### src/rtl/lpc_pkg.sv
// Shared LPC target definitions: FSM state encoding and LAD nibble codes.
// Latency: n/a (types and constants only).
// Backpressure: n/a.
package lpc_pkg;

    typedef enum logic [2:0] {
        ST_IDLE,
        ST_CYCTYPE,
        ST_ADDR,
        ST_WDATA,
        ST_HTAR,
        ST_SYNC,
        ST_RDATA,
        ST_TTAR
    } lpc_state_e;

    // CYCTYPE/DIR nibble values for I/O cycles; bit 1 carries the direction.
    localparam logic [3:0] IO_RD      = 4'b0000;
    localparam logic [3:0] IO_WR      = 4'b0010;

    // Nibbles driven or recognised on LAD.
    localparam logic [3:0] SYNC_READY = 4'b0000;
    localparam logic [3:0] TAR_DRIVE  = 4'b1111;
    localparam logic [3:0] START      = 4'b0000;

endpackage

### src/rtl/lpc_io_target.sv
// LPC I/O target: decodes host I/O read/write cycles, strobes the register bank, returns read data.
// Latency: Wr in c10 of a write, Rd in c8 of a read; read data on LAD in c9/c10; LAD released in c12.
// Backpressure: none; always answers with a ready SYNC, LFRAME_N low aborts/restarts at any clock.
//
// Ports:
//   LpcClock, PciReset      33 MHz LPC clock, async active-low reset
//   LFRAME_N, LAD_in        host frame and sampled LAD pins
//   LAD_out, LAD_oe         target drive value and enable for LAD
//   RdData                  register value at Addr (combinational from the bank)
//   Addr, Wr, Rd, DataWrSW  register-bank strobe interface (all registered)
module lpc_io_target
    import lpc_pkg::*;
#(
    parameter logic [15:0] BASE_ADDR = 16'h0800,
    parameter int unsigned ADDR_BITS = 5
) (
    input  logic       LpcClock,
    input  logic       PciReset,
    input  logic       LFRAME_N,
    input  logic [3:0] LAD_in,
    output logic [3:0] LAD_out,
    output logic       LAD_oe,
    input  logic [7:0] RdData,
    output logic [7:0] Addr,
    output logic       Wr,
    output logic       Rd,
    output logic [7:0] DataWrSW
);

    lpc_state_e  state_q,   state_d;
    logic [1:0]  cnt_q,     cnt_d;
    logic        dir_wr_q,  dir_wr_d;
    // Only the first three address nibbles need storing; the fourth is
    // decoded straight off LAD in the last address clock.
    logic [11:0] io_addr_q, io_addr_d;
    logic [7:0]  addr_q,    addr_d;
    logic [7:0]  data_q,    data_d;
    // Low read nibble goes out directly from RdData; only the high one waits.
    logic [3:0]  rdata_hi_q, rdata_hi_d;
    logic [3:0]  lad_out_q, lad_out_d;
    logic        lad_oe_q,  lad_oe_d;
    logic        wr_q,      wr_d;
    logic        rd_q,      rd_d;

    logic [15:0] full_addr;
    logic        addr_hit;

    assign full_addr = {io_addr_q, LAD_in};
    assign addr_hit  = (full_addr[15:ADDR_BITS] == BASE_ADDR[15:ADDR_BITS]);

    always_comb begin
        state_d    = state_q;
        cnt_d      = cnt_q;
        dir_wr_d   = dir_wr_q;
        io_addr_d  = io_addr_q;
        addr_d     = addr_q;
        data_d     = data_q;
        rdata_hi_d = rdata_hi_q;
        lad_out_d  = TAR_DRIVE;
        lad_oe_d   = 1'b0;
        wr_d       = 1'b0;
        rd_d       = 1'b0;

        if (!LFRAME_N) begin
            // Frame low wins over everything: restart on START, else drop out.
            // Drive and strobes fall back to their defaults on this edge.
            state_d = (LAD_in == START) ? ST_CYCTYPE : ST_IDLE;
            cnt_d   = 2'd0;
        end else begin
            unique case (state_q)
                ST_IDLE: begin
                end
                ST_CYCTYPE: begin
                    if (LAD_in[3:2] == IO_RD[3:2]) begin
                        state_d  = ST_ADDR;
                        cnt_d    = 2'd0;
                        dir_wr_d = (LAD_in[1] == IO_WR[1]);
                    end else begin
                        state_d = ST_IDLE;
                    end
                end
                ST_ADDR: begin
                    io_addr_d = full_addr[11:0];
                    cnt_d     = cnt_q + 2'd1;
                    if (cnt_q == 2'd3) begin
                        cnt_d = 2'd0;
                        if (addr_hit) begin
                            addr_d  = 8'(full_addr[ADDR_BITS-1:0]);
                            state_d = dir_wr_q ? ST_WDATA : ST_HTAR;
                        end else begin
                            state_d = ST_IDLE;
                        end
                    end
                end
                ST_WDATA: begin
                    if (cnt_q == 2'd0) begin
                        data_d[3:0] = LAD_in;
                        cnt_d       = 2'd1;
                    end else begin
                        data_d[7:4] = LAD_in;
                        cnt_d       = 2'd0;
                        state_d     = ST_HTAR;
                    end
                end
                ST_HTAR: begin
                    if (cnt_q == 2'd0) begin
                        cnt_d = 2'd1;
                    end else begin
                        // Outputs are registered, so SYNC and the strobe are
                        // set up on the edge that enters ST_SYNC.
                        cnt_d     = 2'd0;
                        state_d   = ST_SYNC;
                        lad_out_d = SYNC_READY;
                        lad_oe_d  = 1'b1;
                        wr_d      = dir_wr_q;
                        rd_d      = !dir_wr_q;
                    end
                end
                ST_SYNC: begin
                    lad_oe_d = 1'b1;
                    if (dir_wr_q) begin
                        state_d = ST_TTAR;
                    end else begin
                        // Sampled on the same edge the bank acts on Rd, so the
                        // value before any read side effect is returned.
                        lad_out_d  = RdData[3:0];
                        rdata_hi_d = RdData[7:4];
                        cnt_d      = 2'd0;
                        state_d    = ST_RDATA;
                    end
                end
                ST_RDATA: begin
                    lad_oe_d = 1'b1;
                    if (cnt_q == 2'd0) begin
                        lad_out_d = rdata_hi_q;
                        cnt_d     = 2'd1;
                    end else begin
                        cnt_d   = 2'd0;
                        state_d = ST_TTAR;
                    end
                end
                ST_TTAR: begin
                    // The 1111 clock is already on LAD; release on this edge.
                    state_d = ST_IDLE;
                end
                default: begin
                    state_d = ST_IDLE;
                end
            endcase
        end
    end

    always_ff @(posedge LpcClock or negedge PciReset) begin
        if (!PciReset) begin
            state_q    <= ST_IDLE;
            cnt_q      <= 2'd0;
            dir_wr_q   <= 1'b0;
            io_addr_q  <= 12'd0;
            addr_q     <= 8'd0;
            data_q     <= 8'd0;
            rdata_hi_q <= 4'd0;
            lad_out_q  <= TAR_DRIVE;
            lad_oe_q   <= 1'b0;
            wr_q       <= 1'b0;
            rd_q       <= 1'b0;
        end else begin
            state_q    <= state_d;
            cnt_q      <= cnt_d;
            dir_wr_q   <= dir_wr_d;
            io_addr_q  <= io_addr_d;
            addr_q     <= addr_d;
            data_q     <= data_d;
            rdata_hi_q <= rdata_hi_d;
            lad_out_q  <= lad_out_d;
            lad_oe_q   <= lad_oe_d;
            wr_q       <= wr_d;
            rd_q       <= rd_d;
        end
    end

    assign LAD_out  = lad_out_q;
    assign LAD_oe   = lad_oe_q;
    assign Addr     = addr_q;
    assign Wr       = wr_q;
    assign Rd       = rd_q;
    assign DataWrSW = data_q;

endmodule

### config.mk
export PLATFORM = sky130hd
export DESIGN_NAME = lpc_io_target
export DESIGN_NICKNAME = d
export VERILOG_FILES = /design/src/rtl/lpc_pkg.sv /design/src/rtl/lpc_io_target.sv
export SDC_FILE = /design/constraint.sdc
export NUM_CORES = 1
export LEC_CHECK = 0
export BUFFER_PORTS_ARGS = -buffer_cell sky130_fd_sc_hd__buf_2
export CELL_PAD_IN_SITES_DETAIL_PLACEMENT = 0
export CELL_PAD_IN_SITES_GLOBAL_PLACEMENT = 1
export CORE_MARGIN = 3
export CORE_UTILIZATION = 37
export DETAILED_ROUTE_END_ITERATION = 6
export PLACE_DENSITY = 0.73
export SYNTH_ARGS = -nofsm -noshare
export SYNTH_HDL_FRONTEND = slang
export SYNTH_SLANG_ARGS = --single-unit
### constraint.sdc
create_clock -name LpcClock -period 2.3 [get_ports LpcClock]
set_input_delay 0.115 -clock LpcClock [delete_from_list [all_inputs] [get_ports LpcClock]]
set_output_delay 0.115 -clock LpcClock [all_outputs]
set_load 0.02 [all_outputs]
# Yosys cells after proc, flatten, opt, wreduce, memory -nomap -nowiden
# Cells that the tools add are included.
# totals
regBits	42
latch_bits	0
mem_bits_rw	0
romBits	0
elab_cells	77
mem_count	0
# op_classes
add_sub_neg	1
multipliers	0
div_mod_pow	0
magnitude_cmp	0
eq_ne	17
shifts	0
mux	31
bitwise_logic	2
n_reduce_logical	14
# ops
op	n
3-bit 2-to-1 mux	7
3-bit case mux with 7 select lines	1
3-bit != test, second input constant	6
4-bit 2-to-1 mux	4
3-bit AND reduction	5
3-bit equality test, second input constant	4
4-bit case mux with 3 select lines	1
11-bit by 7-bit equality test with 1-bit output, second input constant	1
1-bit 2-to-1 mux	11
2-bit 2-to-1 mux	5
8-bit by 1-bit != test with 1-bit output, second input constant	1
2-bit case mux with 4 select lines	1
3-bit by 2-bit equality test with 1-bit output, second input constant	2
5-bit by 2-bit != test with 1-bit output, second input constant	1
5-bit AND reduction	1
2-bit logical NOT	2
4-bit logical NOT	1
4-bit AND reduction	1
3-bit by 1-bit equality test with 1-bit output, second input constant	1
3-bit OR reduction	1
2-bit by 1-bit adder with 2-bit output, second input constant	1
2-bit equality test, second input constant	1
1-bit inverter	2
1-bit case mux with 2 select lines	1
other kinds (3)	3

# Logic depth before layout (Yosys ltp)
# depth
ltp_word	5
mapped_depth	6
mapped_depth_nobuf	6

# Worst setup path before layout
# OpenSTA, ideal clock, no wires.
# synth_timing
path_kind	register to register
from	register cnt_q[0]
to	register data_q[0] (netlist: DataWrSW[0])
arrival_time_ns	1.572
path_slack_ns	0.603
path_stages_with_launch	7
period_less_slack_ns	1.697
cell_sequence	dfrtp_1 > inv_1 > ha_1 > inv_2 > or3_1 > buf_6 > mux2_4
# synth_between
elab_chain_cells	2
# synth_lines
element	line	rtl
start: declaration	lpc_io_target.sv:31	logic [1:0] cnt_q, cnt_d;
start signal: assignment	lpc_io_target.sv:168	cnt_q <= cnt_d;
2-bit logical NOT	lpc_io_target.sv:96	if (cnt_q == 2'd0) begin
3-bit AND reduction (no line)	--	
end signal: assignment	lpc_io_target.sv:172	data_q <= data_d;
end: declaration	lpc_io_target.sv:37	logic [7:0] data_q, data_d;
# No other way between the ends.
# A chain may end at the register's enable or synchronous reset.

# Worst setup path after layout
# Same ends and word-level chain as after synthesis.

==> metrics list <==
* Post-synthesis share of cell area spent on full adders, half adders and majority gates: 1.267%
- Final hold viol count: 0
* Floorplan core area: 4942 um^2
* Routed Wire Length: 4.069 mm
- GRT Util Overall: 13.77%
* Number of max-slew violations in the final report: 0
- Summing all flip-flop and latch instances after layout gives 1056 um^2.
- Of the cells placed in the final design, the portion with a size suffix greater than 1 is 39.59%.
- Headroom to the max-slew limit came out at 40.47%.
- Setup skew after layout: 0.007519 ns
* Weighted congestion reported at the end of routability-driven placement: 0.8642
- Leaving out fill and tap cells, the most frequent cell in the layout is dfrtp_1.
- For this run, global-route usage on met1 was measured as 17.21%.
* Status: finished, final reports clean
- Multi-input gate area in the final layout: 829.5 um^2
- Static timing analysis puts the maximum clock frequency at 532.9 MHz.
- By area, the combinational part of the netlist is dominated by multiplexers.
- TritonCTS clock tree: done
* Max-cap violation count: 0
- The smallest clock period supported by the final layout is computed as 1.877 ns.
- At the end of the flow, the number of nets in the layout was 213.
- Clk Latency, worst-skew pair: 0.29 ns
* Number of diodes: 0
- Crit. End Element: flop
- After routing the design area is 2312 um^2.
* TritonRoute pass-1 iters: 4
- Among all flip-flop cells after synthesis, the most frequent one is dfrtp_1.
- Vias: 1386
- In this run the worst hold path is classified as in2reg.
- Multiplexer fraction of the synthesized cell area: 18.37%
- The critical path contains buffers and inverters numbering 2 combined.
- Of all nets on the critical path, the largest fanout is 7.
* Die X: 79.07 um
- Summing the areas of all xor and xnor instances in the mapped netlist gives 0% of the synthesized area.
* Crit start category: flop
- Summed over all nets, the half-perimeter wirelength after detailed placement is 3.029 mm.
* Dpl ws: 0.4247 ns
* Warning count from the yosys run: 0
- Power density over cell area: 616.7 nW/um^2
- Total of flip-flops plus latches after synthesis: 42
- Count of fill cells added during filler insertion: 482
- For this run, the number of standard cells in the final layout without fillers is 264.
* Clock tree buffer depth: 2
- After clock tree synthesis, the clock-pin slew on the worst setup and hold paths is 0.07 ns.
* Deepest level of the CTS H-tree: 2
- Die outline area: 6252 um^2
* Residual DRC: 0
- Counting tap cells, the placed design contains a total of 255 instances.
- Total negative setup slack: 0 ns
- Kind of cell with the highest combined delay on the critical path: simple AND/OR/NAND/NOR gates
- Global routing used 22.73% of the available met2 tracks.
- Io pins: 38
* First-pass GRT wire length: 6.672 mm
* Simple-gate portion of the synthesized area: 13.55%
- Post-Synthesis Mean Instance Area: 12.43 um^2
* Ordered cell list for the critical path: inv_1, ha_1, inv_2, or3_1, mux2_4
* Starting DRC count in detailed routing: 51
- Measured along the y axis, the die boundary spans 79.07 um.
* GR met3 Demand/Resource: 3.741%
- For this configuration, the core starts out at a cell density of 39.97%.
* Wirelength per Cell: 15.41 um
* Area growth syn-to-layout: 17.04%
* Setup repair after global routing missed its margin: false
- Util after Layout: 46.78%
* Grt total ovfl: 0
- Most crowded layer after global routing: met2
* Via count of the first global-routing pass: 1360
* Post-synth ARST share: 100.0%
- Number of antenna violations at the first check in global routing: 0
- In the post-route analysis, the smallest setup slack over all paths is 0.4234 ns.
* Portion of the clock cycle consumed by the worst path in the final layout: 81.59%
* Data arrival at the endpoint of the critical path: 2.05 ns
- Number of instances in the synthesized netlist: 159
- TritonCTS created 5 clock buffers.
* Post-route antenna net violation count: 0
- Setup violations remaining at the end of the flow were counted as 0.
- Input and output buffers added on the ports amount to 34.
* Master of the slowest instance on the critical path: or3_1
- Required time worst endpoint: 2.48 ns
- Synthesized area: 1976 um^2
- Fraction of the mapped netlist area in compound gates: 8.233%
- For the pin with the worst max-slew slack, the measured transition is 0.8929 ns.
- Worst Setup Path Type: reg2reg
- Largest net degree at the start of global routing: 43
* Post-detailed-route via-to-cell ratio: 5.250
- Total cell area at the placement stage: 2196 um^2
* Lkg Pwr: 1.139 nW
* Number of rows created at floorplan: 25
- Yosys mapped the design onto 46 distinct sky130hd cell types.
- Sequential element share of the synthesized area: 53.45%
* Buffer type at the clock tree root: clkbuf_8
- Peak supply drop: 0.0004278 V
* Slowest cell delay on critical path: 0.52 ns
- Highest-count cells in the layout ignoring fill and taps: 38 x dfrtp_1, 34 x buf_2, 21 x mux2_2
- The clock net in this run drives a total of 42 sinks.
- Number of setup buffers added after CTS: 0
- In this run, synthesis inferred 0 flip-flops with an integrated enable.
==> cells by family (layout without fill, tap and decap cells) <==
| kind of cell | after synthesis | count (layout) |
|---|---|---|
| other | 1 | 3 |
| AND/OR/NAND/NOR | 44 | 44 |
| multiplexers | 31 | 31 |
| flip-flops | 42 | 42 |
| AO/OA/AOI/OAI | 22 | 22 |
| adder cells (fa/ha/maj) | 2 | 2 |
| buffers and inverters | 17 | 53 |
==> state kept, by name (all words and copies together) (netlist names) <==
register,flops
Addr,5
DataWrSW,8
LAD_oe,1
LAD_out,4
Rd,1
Wr,1
cnt_q,2
dir_wr_q,1
io_addr_q,12
rdata_hi_q,4
state_q,3
==> path summary, 6_finish.rpt <==
check	startpoint	endpoint	slack, ns	cells past startpoint
min in group asynchronous	PciReset	Rd	0.48	2
hold / removal	RdData[5]	rdata_hi_q[1]	0.06	2
max in group asynchronous	PciReset	cnt_q[0]	1.25	2
setup reg to reg	cnt_q[0]	DataWrSW[0]	0.42	5
hold reg to reg	Addr[3]	Addr[3]	0.49	1
setup / recovery	cnt_q[0]	DataWrSW[0]	0.42	5
==> final cells by class <==
type | count | area share [%]
Clock buffer | 7 | 3.301
Tap cell | 67 | 3.626
Multi-Input combinational cell | 102 | 35.88
Timing Repair Buffer | 40 | 9.416
Clock inverter | 1 | 1.299
Inverter | 5 | 0.8117
Sequential cell | 42 | 45.67
==> worst register-to-register path: stages, from the launching register on <==
cell,delay (ns)
dfrtp_1,0.40
inv_1,0.09
ha_1,0.30
inv_2,0.12
or3_1,0.52
mux2_4,0.34
==> report_power, final <==
group / leakage (nW) / total (mW) / switching (mW) / internal (mW)
Clock: 0.0524 / 0.559 / 0.234 / 0.325
Sequential: 0.562 / 0.771 / 0.0148 / 0.756
Combinational: 0.524 / 0.0961 / 0.0577 / 0.0384
==> metal layers <==
layer  wire [um]  vias to the layer above  part of all wire [%]
met4          41                        0                   1.0
li1            -                      652                     -
met5           0                        -                     0
met2        2051                       45                    50
met3         278                        7                   6.8
met1        1697                      682                    42
==> synthesized netlist by cell type (3+ instances only) <==
cell      count  share of area [%]
mux2_4        4                3.0
buf_4         6                2.3
nand2_1       4               0.76
nand4_1       3               0.95
dfrtp_1      38                 48
inv_1         4               0.76
nor3_1        3               0.76
nand3_1       5                1.3
nor2_1        9                1.7
o211ai_1      5                1.9
mux2_1        5                2.8
dfstp_2       4                5.3
nor2b_1       4                1.3
buf_2         3               0.76
mux2_2       21                 12
o21ai_0       4                1.0
==> repair_timing <==
action | 4_1_cts | 5_1_grt
hold endpoints to repair | 38 | 0
resized for setup | 0 | 0
hold buffers | 1 | 0
setup endpoints to repair | 0 | 0
==> stage by stage <==
step | power, mW | hold WS, ns
after detailed placement | 0.8821 | 0.3000
final | 1.426 | 0.05736
after global routing | 1.495 | 0.04912
after global placement | 0.8781 | 0.2676
after CTS | 1.453 | 0.04804
after floorplan | 0.8345 | -0.1806
(Power assumes the default switching activity.)
